$ cat config.mk
export PLATFORM = sky130hd
export DESIGN_NAME = vowel_classifier
export DESIGN_NICKNAME = d
export VERILOG_FILES = /design/src/rtl/vowel_classifier_pkg.sv /design/src/rtl/vowel_classifier_result_fifo.sv /design/src/rtl/vowel_classifier.sv
export SDC_FILE = /design/constraint.sdc
export NUM_CORES = 1
export LEC_CHECK = 0
export ABC_AREA = 1
export CAP_MARGIN = 10
export CELL_PAD_IN_SITES_DETAIL_PLACEMENT = 0
export CELL_PAD_IN_SITES_GLOBAL_PLACEMENT = 1
export CORE_UTILIZATION = 39
export CTS_BUF_LIST = sky130_fd_sc_hd__clkbuf_8
export CTS_CLUSTER_SIZE = 28
export DETAILED_ROUTE_END_ITERATION = 16
export PLACE_DENSITY = 0.71
export SLEW_MARGIN = 20
export SYNTH_ARGS = -nofsm -noshare
export SYNTH_HDL_FRONTEND = slang
export SYNTH_SLANG_ARGS = --single-unit
$ cat constraint.sdc
create_clock -name CLK -period 4.2 [get_ports CLK]
set_input_delay 0.63 -clock CLK [delete_from_list [all_inputs] [get_ports CLK]]
set_output_delay 0.63 -clock CLK [all_outputs]
set_load 0.005 [all_outputs]
$ cat src/rtl/vowel_classifier_pkg.sv
// Shared constants, state encoding and result-entry layout for vowel_classifier.
package vowel_classifier_pkg;

    localparam int DEF_NUM_CLASSES = 3;
    localparam int DEF_WIDTH       = 8;
    localparam int DEF_FRAC_BITS   = 5;

    localparam int CLASS_W  = 2;
    localparam int MARGIN_W = 8;
    localparam int COUNT_W  = 8;

    // Q3.5 reference levels
    localparam int Q_ONE       = 32;
    localparam int Q_MINUS_ONE = -32;

    typedef enum logic [1:0] {
        ST_IDLE = 2'd0,
        ST_SCAN = 2'd1,
        ST_PUSH = 2'd2
    } state_e;

    // Entry layout, MSB first: {class, code, margin, unknown}
    function automatic int entry_w(input int num_classes);
        return CLASS_W + num_classes + MARGIN_W + 1;
    endfunction

endpackage

$ cat src/rtl/vowel_classifier_result_fifo.sv
// Synchronous result FIFO; a push into a full FIFO is accepted only alongside a pop.
module result_fifo #(
    parameter int DW    = 8,
    parameter int DEPTH = 4
) (
    input  logic          clk,
    input  logic          rst_n,
    input  logic          push_i,
    input  logic [DW-1:0] data_i,
    input  logic          pop_i,
    output logic [DW-1:0] data_o,
    output logic          full_o,
    output logic          empty_o
);

    localparam int AW = (DEPTH > 1) ? $clog2(DEPTH) : 1;
    localparam int CW = $clog2(DEPTH + 1);

    logic [DW-1:0] mem_q [DEPTH];
    logic [DW-1:0] mem_d [DEPTH];
    logic [AW-1:0] wr_ptr_q, wr_ptr_d;
    logic [AW-1:0] rd_ptr_q, rd_ptr_d;
    logic [CW-1:0] count_q, count_d;
    logic          do_push, do_pop;

    function automatic logic [AW-1:0] ptr_inc(input logic [AW-1:0] p);
        return (p == AW'(DEPTH - 1)) ? '0 : p + AW'(1);
    endfunction

    assign full_o  = (count_q == CW'(DEPTH));
    assign empty_o = (count_q == '0);
    assign data_o  = mem_q[rd_ptr_q];
    assign do_pop  = pop_i && !empty_o;
    assign do_push = push_i && (!full_o || do_pop);

    always_comb begin
        mem_d    = mem_q;
        wr_ptr_d = wr_ptr_q;
        rd_ptr_d = rd_ptr_q;
        count_d  = count_q;
        if (do_push) begin
            mem_d[wr_ptr_q] = data_i;
            wr_ptr_d        = ptr_inc(wr_ptr_q);
        end
        if (do_pop) begin
            rd_ptr_d = ptr_inc(rd_ptr_q);
        end
        case ({do_push, do_pop})
            2'b10:   count_d = count_q + CW'(1);
            2'b01:   count_d = count_q - CW'(1);
            default: count_d = count_q;
        endcase
    end

    always_ff @(posedge clk or negedge rst_n) begin
        if (!rst_n) begin
            for (int i = 0; i < DEPTH; i++) begin
                mem_q[i] <= '0;
            end
            wr_ptr_q <= '0;
            rd_ptr_q <= '0;
            count_q  <= '0;
        end else begin
            mem_q    <= mem_d;
            wr_ptr_q <= wr_ptr_d;
            rd_ptr_q <= rd_ptr_d;
            count_q  <= count_d;
        end
    end

endmodule

$ cat src/rtl/vowel_classifier.sv
// Sequential argmax/runner-up classifier over signed network outputs, results queued in a FIFO.
//   state | meaning
//   IDLE  | waiting for VALID_IN, vector latched on acceptance
//   SCAN  | one channel per cycle through the single comparator
//   PUSH  | result entry written to the FIFO (dropped if full without pop)
module vowel_classifier
    import vowel_classifier_pkg::*;
#(
    parameter int NUM_CLASSES = DEF_NUM_CLASSES,
    parameter int WIDTH       = DEF_WIDTH,
    parameter int FRAC_BITS   = DEF_FRAC_BITS,
    parameter int MARGIN_TH   = 16,
    parameter int FIFO_DEPTH  = 4
) (
    input  logic                         CLK,
    input  logic                         RSTN,
    input  logic [NUM_CLASSES*WIDTH-1:0] VALUES_IN,
    input  logic                         VALID_IN,
    output logic [CLASS_W-1:0]           CLASS_OUT,
    output logic [NUM_CLASSES-1:0]       CODE_OUT,
    output logic [MARGIN_W-1:0]          MARGIN_OUT,
    output logic                         UNKNOWN_OUT,
    output logic                         VALID_OUT,
    input  logic                         READY_IN,
    input  logic                         CLEAR_IN,
    output logic                         OVERRUN_OUT,
    output logic [COUNT_W-1:0]           DROP_COUNT
);

    localparam int ENTRY_W = entry_w(NUM_CLASSES);
    localparam logic [MARGIN_W-1:0] MARGIN_TH_L = MARGIN_W'(MARGIN_TH);
    localparam logic signed [WIDTH-1:0] MIN_VAL = {1'b1, {(WIDTH-1){1'b0}}};

    if (FRAC_BITS >= WIDTH || NUM_CLASSES < 2 || NUM_CLASSES > 4) begin : g_bad_params
        $error("vowel_classifier: unsupported parameter combination");
    end

    state_e                       state_q, state_d;
    logic [CLASS_W-1:0]           idx_q, idx_d;
    logic [CLASS_W-1:0]           best_idx_q, best_idx_d;
    logic [NUM_CLASSES*WIDTH-1:0] vals_q, vals_d;
    logic signed [WIDTH-1:0]      best_q, best_d;
    logic signed [WIDTH-1:0]      second_q, second_d;
    logic                         overrun_q, overrun_d;
    logic [COUNT_W-1:0]           drop_cnt_q, drop_cnt_d;

    logic signed [WIDTH-1:0]      cur;
    logic [NUM_CLASSES-1:0]       code;
    logic signed [WIDTH:0]        diff;
    logic [MARGIN_W-1:0]          margin;
    logic                         unknown;
    logic                         push, pop, full, empty;
    logic                         drop_in, drop_push;
    logic [1:0]                   drops;
    logic [COUNT_W:0]             cnt_sum;
    logic [ENTRY_W-1:0]           push_data, head;

    always_comb begin
        cur = '0;
        for (int i = 0; i < NUM_CLASSES; i++) begin
            if (idx_q == CLASS_W'(i)) begin
                cur = vals_q[i*WIDTH +: WIDTH];
            end
            code[i] = ~vals_q[i*WIDTH + WIDTH - 1];
        end
    end

    // best >= second always holds, so the 9-bit difference lies in 0..255
    assign diff      = (WIDTH+1)'(best_q) - (WIDTH+1)'(second_q);
    assign margin    = MARGIN_W'(diff);
    assign unknown   = (margin < MARGIN_TH_L) || best_q[WIDTH-1];
    assign push_data = {best_idx_q, code, margin, unknown};

    always_comb begin
        state_d    = state_q;
        idx_d      = idx_q;
        vals_d     = vals_q;
        best_d     = best_q;
        second_d   = second_q;
        best_idx_d = best_idx_q;
        push       = 1'b0;
        case (state_q)
            ST_IDLE: begin
                if (VALID_IN) begin
                    vals_d     = VALUES_IN;
                    idx_d      = '0;
                    best_d     = MIN_VAL;
                    second_d   = MIN_VAL;
                    best_idx_d = '0;
                    state_d    = ST_SCAN;
                end
            end
            ST_SCAN: begin
                if (cur > best_q) begin
                    second_d   = best_q;
                    best_d     = cur;
                    best_idx_d = idx_q;
                end else if (cur > second_q) begin
                    second_d = cur;
                end
                if (idx_q == CLASS_W'(NUM_CLASSES - 1)) begin
                    state_d = ST_PUSH;
                end else begin
                    idx_d = idx_q + CLASS_W'(1);
                end
            end
            ST_PUSH: begin
                push    = 1'b1;
                state_d = ST_IDLE;
            end
            default: state_d = ST_IDLE;
        endcase
    end

    assign pop       = !empty && READY_IN;
    assign drop_in   = VALID_IN && (state_q != ST_IDLE);
    assign drop_push = push && full && !pop;
    assign drops     = {1'b0, drop_in} + {1'b0, drop_push};
    assign cnt_sum   = {1'b0, drop_cnt_q} + (COUNT_W+1)'(drops);

    always_comb begin
        overrun_d  = overrun_q;
        drop_cnt_d = drop_cnt_q;
        if (CLEAR_IN) begin
            overrun_d  = 1'b0;
            drop_cnt_d = '0;
        end else if (drops != 2'd0) begin
            overrun_d  = 1'b1;
            drop_cnt_d = cnt_sum[COUNT_W] ? '1 : cnt_sum[COUNT_W-1:0];
        end
    end

    always_ff @(posedge CLK or negedge RSTN) begin
        if (!RSTN) begin
            state_q    <= ST_IDLE;
            idx_q      <= '0;
            vals_q     <= '0;
            best_q     <= '0;
            second_q   <= '0;
            best_idx_q <= '0;
            overrun_q  <= 1'b0;
            drop_cnt_q <= '0;
        end else begin
            state_q    <= state_d;
            idx_q      <= idx_d;
            vals_q     <= vals_d;
            best_q     <= best_d;
            second_q   <= second_d;
            best_idx_q <= best_idx_d;
            overrun_q  <= overrun_d;
            drop_cnt_q <= drop_cnt_d;
        end
    end

    result_fifo #(
        .DW    (ENTRY_W),
        .DEPTH (FIFO_DEPTH)
    ) u_fifo (
        .clk     (CLK),
        .rst_n   (RSTN),
        .push_i  (push),
        .data_i  (push_data),
        .pop_i   (pop),
        .data_o  (head),
        .full_o  (full),
        .empty_o (empty)
    );

    assign VALID_OUT   = !empty;
    assign CLASS_OUT   = head[ENTRY_W-1 -: CLASS_W];
    assign CODE_OUT    = head[MARGIN_W+1 +: NUM_CLASSES];
    assign MARGIN_OUT  = head[1 +: MARGIN_W];
    assign UNKNOWN_OUT = head[0];
    assign OVERRUN_OUT = overrun_q;
    assign DROP_COUNT  = drop_cnt_q;

endmodule

# Word-level counts from Yosys, hierarchy flattened
# Cells that the tools add are included.
[word_totals]
ff_bits = 118
inputBits = 29
word_cells = 105
[classes]
n_addsub = 8
order_cmp = 6
n_eq_ne = 14
n_mux = 32
bitwise_logic = 5
n_reduce_logical = 25
[op_table]
columns = ["cell", "count"]
rows = [
  ["$mux 8", 10],
  ["$bwmux 56", 1],
  ["$mux 14", 3],
  ["$pmux 8 s2", 2],
  ["$bmux 14 s2", 1],
  ["$demux 14 s2", 1],
  ["$gt 8x8->1", 2],
  ["$mux 2", 7],
  ["$pmux 2 s2", 3],
  ["$eq 2x2->1 const B", 5],
  ["$reduce_bool 2->1", 5],
  ["$add 8x2->9", 1],
  ["$reduce_and 3->1", 3],
  ["$lt 8x5->1 const B", 1],
  ["$ne 2x2->1 const B", 4],
  ["$sub 8x8->8", 1],
  ["$logic_and 1x1->1", 7],
  ["$add 2x1->2 const B", 3],
  ["$eq 2x1->1 const B", 3],
  ["$ge 3x3->1 const B", 2],
  ["$not 2->3", 2],
  ["$pmux 3 s2", 1],
  ["$logic_not 2->1", 2],
  ["$reduce_and 2->1", 2],
  ["other kinds (11)", 18],
]

# Longest topological paths before layout
# Gate-level depths: netlist of run 1.
[logic_depth]
ltp_word = 10
depth_mapped = 25

# Hierarchy
# From an unflattened synthesis of run 1, not the netlist that was laid out.
[hier_totals]
hier_cells = 803
area_unflattened_um2 = 6646.4
[by_module_without_submodules]
columns = ["mod", "instances", "cells_each", "area_each_um2", "seq_area_each_um2"]
rows = [
  ["vowel_classifier", 1, 426, 3539.6, 1376.3],
  ["result_fifo", 1, 377, 3106.7, 1576.5],
]

# Least setup slack after synthesis of run 1
# Ideal clock, no wire load.
[synth_timing]
path_type = "in2reg"
startpoint = "in READY_IN"
endpoint = "reg drop_cnt_q[5], in the netlist DROP_COUNT[5]"
setup_ns = 0.082
t_arrival_ns = 2.681
t_required_ns = 4.118
setup_slack_ns = 1.437
path_stages = 15
path_buffers = 0
path_cell_list = "inv_1 > nand3_1 > nor3_1 > inv_1 > ha_1 > ha_1 > inv_1 > fa_1 > nor2_1 > nand3_1 > nor3_1 > inv_1 > o21ai_1 > a21oi_1 > o22ai_1"
[synth_via]
elab_chain_len = 8
[synth_rtl]
columns = ["element", "line_no", "rtl"]
rows = [
  ["from (decl)", "vowel_classifier.sv:24", "input logic READY_IN,"],
  ["$logic_and 1x1->1 *", "vowel_classifier.sv:115", "assign pop = !empty && READY_IN;"],
  ["$logic_not 1->1 *", "vowel_classifier.sv:117", "assign drop_push = push && full && !pop;"],
  ["$logic_and 1x1->1 *", "vowel_classifier.sv:117", ""],
  ["$add 1x1->2 *", "vowel_classifier.sv:118", "assign drops = {1'b0, drop_in} + {1'b0, drop_push};"],
  ["$add 8x2->9", "vowel_classifier.sv:119", "assign cnt_sum = {1'b0, drop_cnt_q} + (COUNT_W+1)'(drops);"],
  ["$mux 8", "vowel_classifier.sv:129", "drop_cnt_d = cnt_sum[COUNT_W] ? '1 : cnt_sum[COUNT_W-1:0];"],
  ["$mux 8", "vowel_classifier.sv:127", "end else if (drops != 2'd0) begin"],
  ["$mux 8", "vowel_classifier.sv:124", "if (CLEAR_IN) begin"],
  ["to (signal assigned)", "vowel_classifier.sv:151", "drop_cnt_q <= drop_cnt_d;"],
  ["to (decl)", "vowel_classifier.sv:45", "logic [COUNT_W-1:0] drop_cnt_q, drop_cnt_d;"],
]
# Every way passes the cells marked *; elsewhere a longest branch is shown, timed or not. The select of a mux whose other input is x is not followed.
# A chain may end at the register's enable or synchronous reset.

# Worst setup path in the final report of run 1
[layout_timing]
startpoint = "reg idx_q[0]"
endpoint = "reg second_q[6]"
[layout_via]
elab_chain_len = 7
[layout_rtl]
columns = ["element", "line_no", "rtl"]
rows = [
  ["from (decl)", "vowel_classifier.sv:39", "logic [CLASS_W-1:0] idx_q, idx_d;"],
  ["from (signal assigned)", "vowel_classifier.sv:145", "idx_q <= idx_d;"],
  ["$logic_not 2->1", "vowel_classifier.sv:61", "if (idx_q == CLASS_W'(i)) begin"],
  ["$mux 8 (2 in a row)", "vowel_classifier.sv:61", ""],
  ["$mux 8 *", "vowel_classifier.sv:61", ""],
  ["$gt 8x8->1, or another cell as far along", "vowel_classifier.sv:94", "if (cur > best_q) begin"],
  ["$ne 3x3->1 (no source line) / $mux 8 (equally long branches)", "--", ""],
  ["$reduce_and 3->1 (no source line) / $pmux 8 s2 (equally long branches)", "--", ""],
  ["to (signal assigned)", "vowel_classifier.sv:148", "second_q <= second_d;"],
  ["to (decl)", "vowel_classifier.sv:43", "logic signed [WIDTH-1:0] second_q, second_d;"],
]
# Marked as above.

==> run metrics, run 1 <==
status finished clean; critical path capture point type flip-flop; Max VDD drop 0.505 mV; vias in the first global route 5048; Area contributors post-synth dfrtp_1, nand2_1, ha_1; chip width 129 um; Post-Place Setup Slack 0.702 ns; Max Fanout on Critical Path 10; final WL around 15 mm; layout cells sized above 1 8.50%; largest net degree at the start of global routing 78; crit start category flip-flop; register area 0.00295 sq mm; Cell variety after synth 37; total CTS buffers 17; endpoints failing hold 0; DRT iter0 DRCs 345; GPL Wtd Cong 0.883; max cap viols 0; clock slew at reported path FFs 0.07 ns; Critical Path RT 4.57 ns; RSZ-0062 raised after global routing false; Worst-Margin Slew ~0.89 ns; # DRC 0; final setup fails 0; Rel. slew slack 40.4%; initial antenna violation count 0; routed vias/inst 5.03; via count 5168; Sink Count 118; crit path DAT 3.85 ns; die area 0.0167 sq mm; area leader, netlist dfrtp_1; Final Non-Filler Cells 1028; Yosys warning count 0; Mapped Area 0.00630 sq mm; # port buffers 52; Post-CTS Hold Fix Bufs 0; Syn Area/Cell 8.45 sq um; CTS Buffer Depth 2; Die Height 129 um; crit path kind reg2reg; post-CTS setup buffers 0; Power Density between 800 and 900 mW/mm^2; register area share after synthesis between 40 and 50%; syn_nets just over 800; P&R area growth vs syn 18.0%; worst skew pair latency 0.44 ns; Antenna Cells 0; P_leak 0.00359 uW; Period minus WS final between 3 and 4 ns; Synth top area share 46.8%; final setup TNS 0 ns; most common cell after layout, fill and taps aside nand2_1; post-DR wirelength/cell 14.5 um; core area 0.0158 sq mm; Post-CTS Resized 0; Final Power approximately 6300 uW; commonest non-fill, non-tap cells in the layout nand2_1, dfrtp_1, inv_1, o21ai_0, nor2_1; layout filler cell count 1551; worst hold margin approximately 0.22 ns; worst hold path class in2async; Post-Place Cells 997; clock skew 0.0127 ns; H-tree depth 4; CTS tree built; clk root buf clkbuf_8; # nets final 868; remaining global-route overflow 0; Post-Syn Instances 746; Initial Utilization 39.8%; row cnt 46; Total GRT Usage 19.6%; slack of the critical path 0.718 ns; placed wire-length estimate 10.5 mm; pins over their slew limit 0; reg2reg path depth 15; Final period util 82.9%; io pins 53; first-pass GRT wire length 25.3 mm; area occupied by multi-input gates 0.00294 sq mm; synthesized flop and latch total 118; Post-DRT Antenna Nets 0; Pre-Repair DR Iteration Count 5; f_max 287 MHz
==> per-layer routing <==
layer  global-route usage [%]  vias up  share of wire [%]
li1                         -     2560                  -
met1                     25.8     2478                 47
met2                     32.1      104                 48
met3                     3.92       26                3.4
met4                     7.20        0                1.9
met5                        0        -                  0
==> logic make-up after synthesis <==
family | synth area share, %
AND/OR/NAND/NOR | 21.0
AO/OA/AOI/OAI | 12.5
flip-flops | 46.8
buffers and inverters | 6.49
adder cells (fa/ha/maj) | 8.10
multiplexers | 4.11
XOR/XNOR | 0.973
==> sequential cells by signal, summed over array words and instances (netlist names) <==
| name | count |
|---|---|
| DROP_COUNT | 8 |
| OVERRUN_OUT | 1 |
| best_idx_q | 2 |
| best_q | 8 |
| idx_q | 2 |
| second_q | 8 |
| state_q | 2 |
| u_fifo.count_q | 3 |
| u_fifo.mem_q | 56 |
| u_fifo.rd_ptr_q | 2 |
| u_fifo.wr_ptr_q | 2 |
| vals_q | 24 |
==> synth_stat cells, drive strengths merged <==
master  instances
nand2         201
o21ai          93
nand4          11
a21oi          34
ha             36
nand3          34
clkinv          1
o21a            1
xnor2           2
a21boi          1
dfrtp         118
inv            78
or2             1
a41oi           1
nor3            3
o21bai          1
nor2           56
o22ai          17
buf            14
a21o            2
fa              3
xor2            5
nand3b          1
clkbuf          9
mux2           23
==> where the power goes <==
group          internal (uW)  total, uW  switching [uW]
Combinational           1280       3370            2090
Clock                    622       1070             449
Sequential              1560       1860             292
Total                   3460       6300            2830
==> worst max-delay path, cell delays in order (launching register included) <==
cell      delay (ns)
dfrtp_1         0.40
inv_1           0.13
ha_1            0.40
clkinv_1        0.36
a21oi_1         0.46
ha_1            0.38
a21o_1          0.19
nor2_1          0.18
nand2_1         0.11
nand2_1         0.08
nand3_2         0.19
nand3_2         0.16
nand2_4         0.10
inv_2           0.15
nand2_1         0.07
nand2_1         0.07
==> path summary, 6_finish.rpt <==
check | slack, ns | start | end
setup / recovery | 0.72 | idx_q[0]$_DFFE_PN0P_ | second_q[6]$_DFFE_PN0P_
hold / removal | 0.22 | RSTN | u_fifo.count_q[0]$_DFFE_PN0P_
setup reg to reg | 0.72 | idx_q[0]$_DFFE_PN0P_ | second_q[6]$_DFFE_PN0P_
hold reg to reg | 0.48 | u_fifo.mem_q[18]$_DFFE_PN0P_ | u_fifo.mem_q[18]$_DFFE_PN0P_
max in group asynchronous | 3.16 | RSTN | u_fifo.mem_q[13]$_DFFE_PN0P_
min in group CLK | 0.48 | u_fifo.mem_q[18]$_DFFE_PN0P_ | u_fifo.mem_q[18]$_DFFE_PN0P_
==> through the flow <==
| step | utilization (%) | area (sq um) |
|---|---|---|
| final | 47.0 | 7440 |
| after global routing | 47.0 | 7440 |
| after CTS | 47.0 | 7430 |
| after detailed placement | 44.4 | 7020 |
| after global placement | 44.4 | 7020 |
| after floorplan | - | 6300 |
==> cell type report <==
cell class | count | share of cell area, %
Multi-Input combinational cell | 526 | 39.6
Clock buffer | 20 | 3.70
Tap cell | 216 | 3.63
Timing Repair Buffer | 58 | 7.62
Clock inverter | 11 | 1.78
Inverter | 79 | 3.99
Sequential cell | 118 | 39.7
Power figures use the tool's default switching activity.
==> inputs of run 2 (changes only) <==
--- a/config.mk
+++ b/config.mk
@@ -13,7 +13,7 @@
 export CTS_BUF_LIST = sky130_fd_sc_hd__clkbuf_8
 export CTS_CLUSTER_SIZE = 28
 export DETAILED_ROUTE_END_ITERATION = 16
-export PLACE_DENSITY = 0.71
+export PLACE_DENSITY = 0.74
 export SLEW_MARGIN = 20
 export SYNTH_ARGS = -nofsm -noshare
 export SYNTH_HDL_FRONTEND = slang
==> constraint.sdc (replaced) <==
create_clock -name CLK -period 3.1 [get_ports CLK]
set_input_delay 0.465 -clock CLK [delete_from_list [all_inputs] [get_ports CLK]]
set_output_delay 0.465 -clock CLK [all_outputs]
set_load 0.005 [all_outputs]
==> run 2 against run 1 <==
  * Core utilization increased by 1.3 points
  * Critical path depth rose by 1
  * Register-to-register slack got worse by 0.44 ns
  * Combinational power up 47%
  * Sequential share of layout area fell by 1.0 points
  * Wire length increased by 1.0%
  * Power up 43%
==> run metrics, run 2 (synthesized netlist as in run 1, its figures left out) <==
# DRC 0 (unchanged); io pins 53 (unchanged); Total GRT Usage 19.6% (-0.077 points); CP Depth 16 (+1); post-CTS setup buffers 0 (unchanged); Power Density 1180 mW/mm^2 (+39%); remaining global-route overflow 0 (unchanged); routed vias/inst 4.99 (-0.81%); Final Non-Filler Cells 1047 (+1.8%); max reg flops 56 (unchanged); P_leak 0.00370 uW (+3.1%); Post-Place Cells 1015 (+1.8%); initial antenna violation count 0 (unchanged); crit path kind reg2reg; row cnt 46 (unchanged); Rel. slew slack 51.7% (+11 points); placed wire-length estimate 10.6 mm (+0.65%); Die Height 129 um (unchanged); P&R area growth vs syn 21.1%; final WL 15.1 mm (+1.0%); Crit path top cell by count nand2_1; Worst-Margin Slew 0.722 ns (-0.171 ns); Sink Count 118 (unchanged); core area 0.0158 sq mm (unchanged); max cap viols 0 (unchanged); Antenna Cells 0 (unchanged); total CTS buffers 17 (unchanged); Critical Path RT 3.42 ns (-1.15 ns); worst hold margin 0.102 ns (-0.122 ns); largest registers u_fifo.mem_q x56, vals_q x24; largest net degree at the start of global routing 119 (+53%); H-tree depth 4 (unchanged); clock skew 0.0122 ns (-0.000468 ns); cells along the critical path inv_1 > ha_1 > clkinvlp_4 > nor2_1 > a21oi_2 > buf_4 > ha_1 > a21o_1 > a21oi_1 > nand3_1 > nand2_1 > nand3_2 > nand2_4 > inv_2 > nand2_1 > nand2_1; Post-DRT Antenna Nets 0 (unchanged); endpoints failing hold 0 (unchanged); Biggest register u_fifo.mem_q; # port buffers 52 (unchanged); pins over their slew limit 0 (unchanged); Period minus WS final 2.83 ns (-0.655 ns); CP bufs+invs 4 (+1); clock slew at reported path FFs 0.07 ns (about the same); post-DR wirelength/cell 14.4 um (-0.82%); Max VDD drop 0.694 mV (+37%); worst skew pair latency 0.43 ns (about the same); DRT iter0 DRCs 357 (+3.5%); CTS Buffer Depth 2 (unchanged); layout cells sized above 1 10.8% (+2.3 points); most common cell after layout, fill and taps aside nand2_1; delay-heaviest family, CP simple AND/OR/NAND/NOR gates; critical path capture point type flip-flop; status finished clean; Max Fanout on Critical Path 10 (unchanged); CTS tree built; via count 5221 (+1.0%); RSZ-0062 raised after global routing false; Initial Utilization 39.8% (unchanged); vias in the first global route 5117 (+1.4%); reg2reg path depth 16 (+1); critical path's slowest cell dfrtp_1; # nets final 886 (+2.1%); GPL Wtd Cong 0.840 (-4.9%); crit start category flip-flop; commonest non-fill, non-tap cells in the layout nand2_1, dfrtp_1, inv_1, o21ai_0, nor2_1; Pre-Repair DR Iteration Count 5 (unchanged); Largest stage delay, worst path 0.43 ns (-0.03 ns); layout filler cell count 1557 (+0.39%); die area 0.0167 sq mm (unchanged); crit path DAT 3.15 ns (-0.70 ns); first-pass GRT wire length 25.2 mm (about the same); final setup fails 0 (unchanged); chip width 129 um (unchanged); worst hold path class in2async; clk root buf clkbuf_8; f_max 354 MHz (+23%); Final period util 91.2% (+8.3 points)
-- run 2: cell types whose count changed in the layout (fill, tap and decap cells not counted), sizes merged --
cell,before,now
inv,80,83
bufinv,3,4
clkbuf,20,19
buf,7,25
clkinv,5,3
-- run 2: worst register-to-register path, cell delays in order (launching register included) --
cell	delay [ns]
dfrtp_1	0.43
inv_1	0.14
ha_1	0.23
clkinvlp_4	0.22
nor2_1	0.18
a21oi_2	0.07
buf_4	0.15
ha_1	0.28
a21o_1	0.19
a21oi_1	0.15
nand3_1	0.10
nand2_1	0.09
nand3_2	0.10
nand2_4	0.16
inv_2	0.11
nand2_1	0.08
nand2_1	0.05
-- run 2: through the flow --
stage                     area (sq um)  power, uW  setup TNS (ns)  util, %  setup slack [ns]
after floorplan                   6300       5760               0        -             0.425
after global placement            7170       7280               0     45.3            0.0198
after detailed placement          7170       7420          -0.259     45.3           -0.0884
after CTS                         7600       8990               0     48.0            0.0741
after global routing              7640       9830               0     48.2            0.0148
final                             7640       8990               0     48.2             0.273
-- run 2: per-layer routing --
metal	wire [um]	global-route usage, %	vias up
met5	0	0	-
met4	261	7.06	0
met3	455	3.76	20
met2	7290	32.9	94
met1	7100	25.1	2501
li1	-	-	2606
-- run 2: worst paths after layout --
kind / startpoint / endpoint / slack, ns
worst max register to register: idx_q[0]$_DFFE_PN0P_ / second_q[6]$_DFFE_PN0P_ / 0.27
worst min-delay path: RSTN / DROP_COUNT[6]$_DFFE_PN0P_ / 0.10
worst max-delay path: idx_q[0]$_DFFE_PN0P_ / second_q[6]$_DFFE_PN0P_ / 0.27
max in group asynchronous: RSTN / u_fifo.mem_q[45]$_DFFE_PN0P_ / 2.50
worst min register to register: u_fifo.mem_q[3]$_DFFE_PN0P_ / u_fifo.mem_q[3]$_DFFE_PN0P_ / 0.48
min in group CLK: u_fifo.mem_q[3]$_DFFE_PN0P_ / u_fifo.mem_q[3]$_DFFE_PN0P_ / 0.48
-- run 2: what timing repair did --
item	CTS	global route
hold endpoints to repair	0	0
hold buffers	0	0
resized for setup	0	7
endpoints found under the setup margin	0	20
-- run 2: layout make-up --
class	instances	area, sq um	share of cell area, %
Timing Repair Buffer	76	711	9.31
Inverter	79	300	3.93
Clock buffer	19	262	3.42
Clock inverter	13	165	2.16
Sequential cell	118	2950	38.7
Multi-Input combinational cell	526	2980	39.0
Tap cell	216	270	3.54
-- run 2: power by group --
part | switching [uW] | leakage [uW] | total [uW] | internal, uW
clock network | 617 | 0.000232 | 1520 | 903
logic | 2940 | 0.00194 | 4970 | 2030
registers | 375 | 0.00153 | 2490 | 2120
